`config.mk`:
```
export PLATFORM = sky130hd
export DESIGN_NAME = m_seq
export DESIGN_NICKNAME = d
export VERILOG_FILES = /design/src/rtl/m_seq_pkg.sv /design/src/rtl/m_seq.sv
export SDC_FILE = /design/constraint.sdc
export NUM_CORES = 1
export LEC_CHECK = 0
export BUFFER_PORTS_ARGS = -buffer_cell sky130_fd_sc_hd__buf_2
export CAP_MARGIN = 20
export CORE_MARGIN = 1.5
export CORE_UTILIZATION = 30
export CTS_BUF_LIST = sky130_fd_sc_hd__clkbuf_8 sky130_fd_sc_hd__clkbuf_16
export DETAILED_ROUTE_END_ITERATION = 12
export SLEW_MARGIN = 15
export SYNTH_ARGS = -nofsm -noshare
export SYNTH_HDL_FRONTEND = slang
export SYNTH_SLANG_ARGS = --single-unit
export TNS_END_PERCENT = 30
```
`constraint.sdc`:
```
create_clock -name clk -period 5.85 [get_ports clk]
set_clock_uncertainty 0.15 [all_clocks]
set_input_delay 0.2925 -clock clk [delete_from_list [all_inputs] [get_ports clk]]
set_output_delay 0.2925 -clock clk [all_outputs]
set_load 0.01 [all_outputs]
```
`src/rtl/m_seq_pkg.sv`:
```
// Shared encodings for the MPU program sequencer: instruction opcodes,
// FSM states and the ALU "do nothing" operation.
package m_seq_pkg;

    // Values 0x0-0x7 are passed straight through as the ALU operation code.
    typedef enum logic [3:0] {
        OP_ADD  = 4'h0,
        OP_SUB  = 4'h1,
        OP_AND  = 4'h2,
        OP_OR   = 4'h3,
        OP_XOR  = 4'h4,
        OP_DIV  = 4'h5,
        OP_LSH  = 4'h6,
        OP_RSH  = 4'h7,
        OP_NOP  = 4'h8,
        OP_JMP  = 4'h9,
        OP_JZ   = 4'hA,
        OP_LOOP = 4'hB,
        OP_LDC  = 4'hC,
        OP_HALT = 4'hF
    } opcode_t;

    typedef enum logic [1:0] {
        ST_IDLE  = 2'd0,
        ST_FETCH = 2'd1,
        ST_EXEC  = 2'd2,
        ST_HALT  = 2'd3
    } state_t;

    // OR with zero leaves the accumulator and shift state untouched.
    localparam logic [2:0] IDLE_OP   = 3'b011;
    localparam logic [7:0] IDLE_DATA = 8'h00;

endpackage

```
`src/rtl/m_seq.sv`:
```
// Program sequencer feeding the MPU ALU: fetch/exec loop over a synchronous
// instruction memory with local jumps, a hardware loop counter and halt.
module m_seq
    import m_seq_pkg::*;
#(
    parameter int AW   = 8,
    parameter int IW   = 16,
    parameter int WORD = 8
) (
    input  logic            clk,
    input  logic            reset,
    input  logic            start,
    input  logic [AW-1:0]   start_addr,
    output logic            imem_en,
    output logic [AW-1:0]   imem_addr,
    input  logic [IW-1:0]   imem_rdata,
    input  logic [WORD-1:0] acc_in,
    output logic [2:0]      alu_op,
    output logic [WORD-1:0] alu_data,
    output logic            busy,
    output logic            halted,
    output logic            err,
    output state_t          dbg_state,
    output logic [7:0]      dbg_cnt
);

    // Interface timing: start is a one-cycle pulse sampled only in IDLE/HALT.
    // imem_en/imem_addr are driven in FETCH; imem_rdata is consumed the next
    // cycle (EXEC). An ALU issue is a single cycle with alu_op/alu_data not
    // equal to the idle encoding; there is no back-pressure from the ALU.

    typedef struct packed {
        logic issue;
        logic illegal;
        logic halt;
        logic jump;
        logic ldc;
        logic loop;
    } dec_t;

    function automatic dec_t decode(input logic [3:0] op, input logic [7:0] imm,
                                    input logic acc_zero, input logic cnt_one);
        dec_t d;
        d = '0;
        if (!op[3]) begin
            if (op == OP_DIV && imm == 8'h00) d.illegal = 1'b1;
            else                              d.issue   = 1'b1;
        end else begin
            case (op)
                OP_NOP:  ;
                OP_JMP:  d.jump = 1'b1;
                OP_JZ:   d.jump = acc_zero;
                OP_LOOP: begin
                    d.loop = 1'b1;
                    d.jump = !cnt_one;
                end
                OP_LDC:  d.ldc  = 1'b1;
                OP_HALT: d.halt = 1'b1;
                default: d.illegal = 1'b1;
            endcase
        end
        return d;
    endfunction

    state_t          state, state_nxt;
    logic [AW-1:0]   pc, pc_nxt;
    logic [7:0]      cnt, cnt_nxt;
    logic [2:0]      op_nxt;
    logic [WORD-1:0] data_nxt;
    logic            err_nxt;

    logic [3:0] opcode;
    logic [7:0] imm;
    dec_t       dec;
    logic       unused_rsvd;

    assign opcode      = imem_rdata[15:12];
    assign imm         = imem_rdata[7:0];
    assign unused_rsvd = ^imem_rdata[11:8];
    assign dec         = decode(opcode, imm, acc_in == '0, cnt == 8'd1);

    always_ff @(posedge clk or negedge reset) begin
        if (!reset) begin
            state    <= ST_IDLE;
            pc       <= '0;
            cnt      <= '0;
            alu_op   <= IDLE_OP;
            alu_data <= WORD'(IDLE_DATA);
            err      <= 1'b0;
        end else begin
            state    <= state_nxt;
            pc       <= pc_nxt;
            cnt      <= cnt_nxt;
            alu_op   <= op_nxt;
            alu_data <= data_nxt;
            err      <= err_nxt;
        end
    end

    always_comb begin
        state_nxt = state;
        pc_nxt    = pc;
        cnt_nxt   = cnt;
        op_nxt    = IDLE_OP;
        data_nxt  = WORD'(IDLE_DATA);
        err_nxt   = err;
        case (state)
            ST_IDLE, ST_HALT: begin
                if (start) begin
                    pc_nxt    = start_addr;
                    state_nxt = ST_FETCH;
                end
            end
            ST_FETCH: state_nxt = ST_EXEC;
            ST_EXEC: begin
                if (dec.illegal) begin
                    err_nxt   = 1'b1;
                    state_nxt = ST_HALT;
                end else if (dec.halt) begin
                    state_nxt = ST_HALT;
                end else begin
                    state_nxt = ST_FETCH;
                    pc_nxt    = dec.jump ? imm[AW-1:0] : pc + AW'(1);
                    if (dec.issue) begin
                        op_nxt   = opcode[2:0];
                        data_nxt = WORD'(imm);
                    end
                    if (dec.ldc)  cnt_nxt = imm;
                    if (dec.loop) cnt_nxt = cnt - 8'd1;
                end
            end
            default: state_nxt = ST_IDLE;
        endcase
    end

    assign imem_en   = (state == ST_FETCH);
    assign imem_addr = pc;
    assign busy      = (state == ST_FETCH) || (state == ST_EXEC);
    assign halted    = (state == ST_HALT);
    assign dbg_state = state;
    assign dbg_cnt   = cnt;

endmodule

```
==> flow_summary.json <==
{
  "h-tree-depth": 2,
  "wirelength_microns": 4520,
  "min_path_cells": 2,
  "ys_warn_count": 0,
  "cts_tree": "yes",
  "die_w_microns": 79.1,
  "critPathKind": "flop to flop",
  "clock-sinks": 30,
  "grt_setup_unrepaired": "false",
  "min_to": "dbg_state[1]$_DFFE_PN0N_",
  "seq_area_frac_synth_pct": 43.3,
  "grt-ovfl-total": 0,
  "cp-end-kind": "flop",
  "finalSetupViolCount": 0,
  "final.period_utilization_pct": 44.0,
  "avgSynthCellArea_sq_um": 9.10,
  "multi_input_area_sq_um": 925,
  "cts_root_buffer": "clkbuf_8",
  "r2r_start": "dbg_state[0]$_DFFE_PN0N_",
  "hold_path.class": "input port to flop",
  "num_vias": 1628,
  "numCtsBuffers": 5,
  "die_h_microns": 79.1,
  "final_antenna_net_count": 0,
  "nFillCells": 602,
  "crit_arrival_ps": 2640,
  "ys_types": 39,
  "drive_gt1_share_pct": 30.6,
  "place_area_sq_um": 2120,
  "place_ws_ps": 3290,
  "grt_antenna_before_repair": 0,
  "coreArea_sq_um": 5540,
  "grt_pass1_wl_microns": 7450,
  "peakVddDrop_uv": 217,
  "ff2ff_setup_slack_ps": 3280,
  "path_clk_slew_ps": 70,
  "relSlewSlack_pct": 44.3,
  "design_area_sq_um": 2230,
  "netlist_area_sq_um": 1740,
  "synth_cells": 191,
  "hold_start": "start",
  "setup_ws_ps": 3280,
  "syn_to_final_growth_pct": 28.1,
  "first_pass_iters": 4,
  "reg2reg_to": "imem_addr[4]$_DFFE_PN0P_",
  "fin_crit_ps": 2570,
  "nets": 299,
  "p_per_area_nw_per_um2": 435,
  "register_area_sq_um": 753,
  "reg2reg_depth": 7,
  "max_freq_mhz": 389,
  "rows": 27,
  "drv_cap": 0,
  "synth-seq-cells": 30,
  "drv_slew": 0,
  "diodes": 0,
  "grt_use_total_pct": 15.5,
  "start_util_pct": 31.4,
  "syn_nets": 233,
  "worst_setup_path_start_kind": "flop",
  "post_cts_resize_count": 0,
  "num_io_pins": 68,
  "drcViolationCount": 0,
  "path_max_fanout": 16,
  "post_drt_wl_per_cell_microns": 13.7,
  "post_drt_via_cell_ratio": 4.93,
  "clock_latency_ps": 290,
  "leakagePower_uw": 0.00110,
  "status": "complete, no violations",
  "hpwl_microns": 3330,
  "place_congestion": 0.770,
  "cts_buffer_depth": 2,
  "worstPathRequired_ps": 5910,
  "grt_max_degree": 31,
  "hold_viol": 0,
  "tns_ps": 0,
  "drtIter0Drc": 94,
  "tightest_slew_ps": 812,
  "port_buffers": 63,
  "grt_pass1_vias": 1503,
  "dieArea_sq_um": 6260
}
==> kinds of logic after synthesis <==
kind of cell,synth area share [%]
and+or+nand+nor,24.3
AOI/OAI and AO/OA,18.0
DFF,43.3
buffers and inverters,3.46
adders and majority gates,5.04
xor gates and xnor gates,3.02
muxes,2.88
==> worst max path at each step <==
stage / startpoint / endpoint / cells after the start / slack (ps)
floorplan: dbg_state[0]$_DFFE_PN0N_ / imem_addr[0]$_DFFE_PN0P_ / 7 / 3780
global placement: dbg_state[0]$_DFFE_PN0N_ / imem_addr[4]$_DFFE_PN0P_ / 7 / 3290
detailed placement: dbg_state[0]$_DFFE_PN0N_ / imem_addr[4]$_DFFE_PN0P_ / 7 / 3290
CTS: dbg_state[0]$_DFFE_PN0N_ / imem_addr[4]$_DFFE_PN0P_ / 7 / 3270
global route: dbg_state[0]$_DFFE_PN0N_ / imem_addr[0]$_DFFE_PN0P_ / 7 / 3050
finish: dbg_state[0]$_DFFE_PN0N_ / imem_addr[4]$_DFFE_PN0P_ / 7 / 3280
==> cell usage in the layout, fill, tap and decap left out, types with 3 or more instances in the layout <==
cell      instances
buf_2            64
dfrtp_1          28
nor2_1           19
a21oi_1          16
o21ai_0          13
inv_1             9
and2_1            9
nor3b_1           8
nand2_1           8
ha_1              7
nor4_1            6
nand2b_1          6
clkbuf_8          6
nor3_1            5
mux2i_1           5
o21ai_1           5
nand3_1           4
o22ai_1           3
o31ai_1           3
xor2_1            3
xnor2_1           3
==> cell usage after synthesis, drive strengths merged <==
cell	instances	area, sq um
o211a	1	10.0
a31o	1	8.76
or2	2	12.5
nor2	20	77.6
a22oi	2	15.0
nor4bb	1	10.0
dfrtp	28	701
xnor2	3	26.3
dfstp	2	52.6
xor2	3	26.3
mux2i	5	50.1
clkbuf	3	11.3
o21ai	18	90.1
buf	3	15.0
or3	2	22.5
nand2	8	30.0
a31oi	2	12.5
nand4	1	6.26
inv	9	33.8
nor3	5	25.0
o31ai	3	22.5
nand3	5	30.0
ha	7	87.6
and3	1	6.26
and2	9	56.3
o31a	1	8.76
o21a	1	7.51
nor4	6	37.5
a41oi	1	8.76
a21oi	16	80.1
and4b	1	10.0
o21bai	2	15.0
o22ai	3	18.8
a21o	2	15.0
nor3b	8	60.1
nand2b	6	37.5
==> flip-flops by register name, summed over array words and instances (netlist names) <==
| signal | count |
|---|---|
| alu_data | 8 |
| dbg_state | 2 |
| dbg_cnt | 8 |
| err | 1 |
| imem_addr | 8 |
| alu_op | 3 |
==> where the power goes <==
group / leakage [uW] / switching, uW / internal, uW
registers: 0.000380 / 82.4 / 277
logic: 0.000672 / 241 / 191
clock network: 0.0000472 / 83.2 / 94.5
total: 0.00110 / 407 / 563
==> stage by stage <==
step | hold slack [ps] | util (%) | power (uW) | cells
2_1_floorplan | -153 | - | 640 | 191
3_3_place_gp | 225 | 38.2 | 793 | 320
3_5_place_dp | 225 | 38.2 | 800 | 320
4_1_cts | 57.2 | 40.1 | 981 | 329
5_1_grt | 74.1 | 40.2 | 1060 | 330
6_report | 58.0 | 40.2 | 970 | 330
==> layer usage <==
layer | vias to the layer above | track usage, % | wire [microns] | share of wire, %
li1 | 812 | - | - | -
met1 | 754 | 20.8 | 2100 | 47
met2 | 54 | 22.8 | 1970 | 44
met3 | 8 | 5.17 | 352 | 7.8
met4 | 0 | 6.14 | 91 | 2.0
met5 | - | 0 | 0 | 0
==> timing repair <==
action | CTS | global route
setup buffers | 0 | 0
endpoints found under the hold margin | 28 | 0
hold buffers | 1 | 0
==> worst max-delay path, stage by stage (launching register included) <==
cell and delay, ps:
dfrtp_1 430, inv_1 80, ha_1 520, mux2i_1 420, a21oi_1 270, nand3_1 230
o21bai_1 280, o21ai_1 120
==> area by class of cell <==
type / count / share of cell area [%]
repair buffers: 65 / 14.8
well taps: 72 / 4.04
clock inverters: 2 / 0.562
inverters: 9 / 1.52
flip-flops and latches: 30 / 33.8
multi-input cells: 146 / 41.5
clock buffers: 6 / 3.71
(Power assumes the default switching activity.)
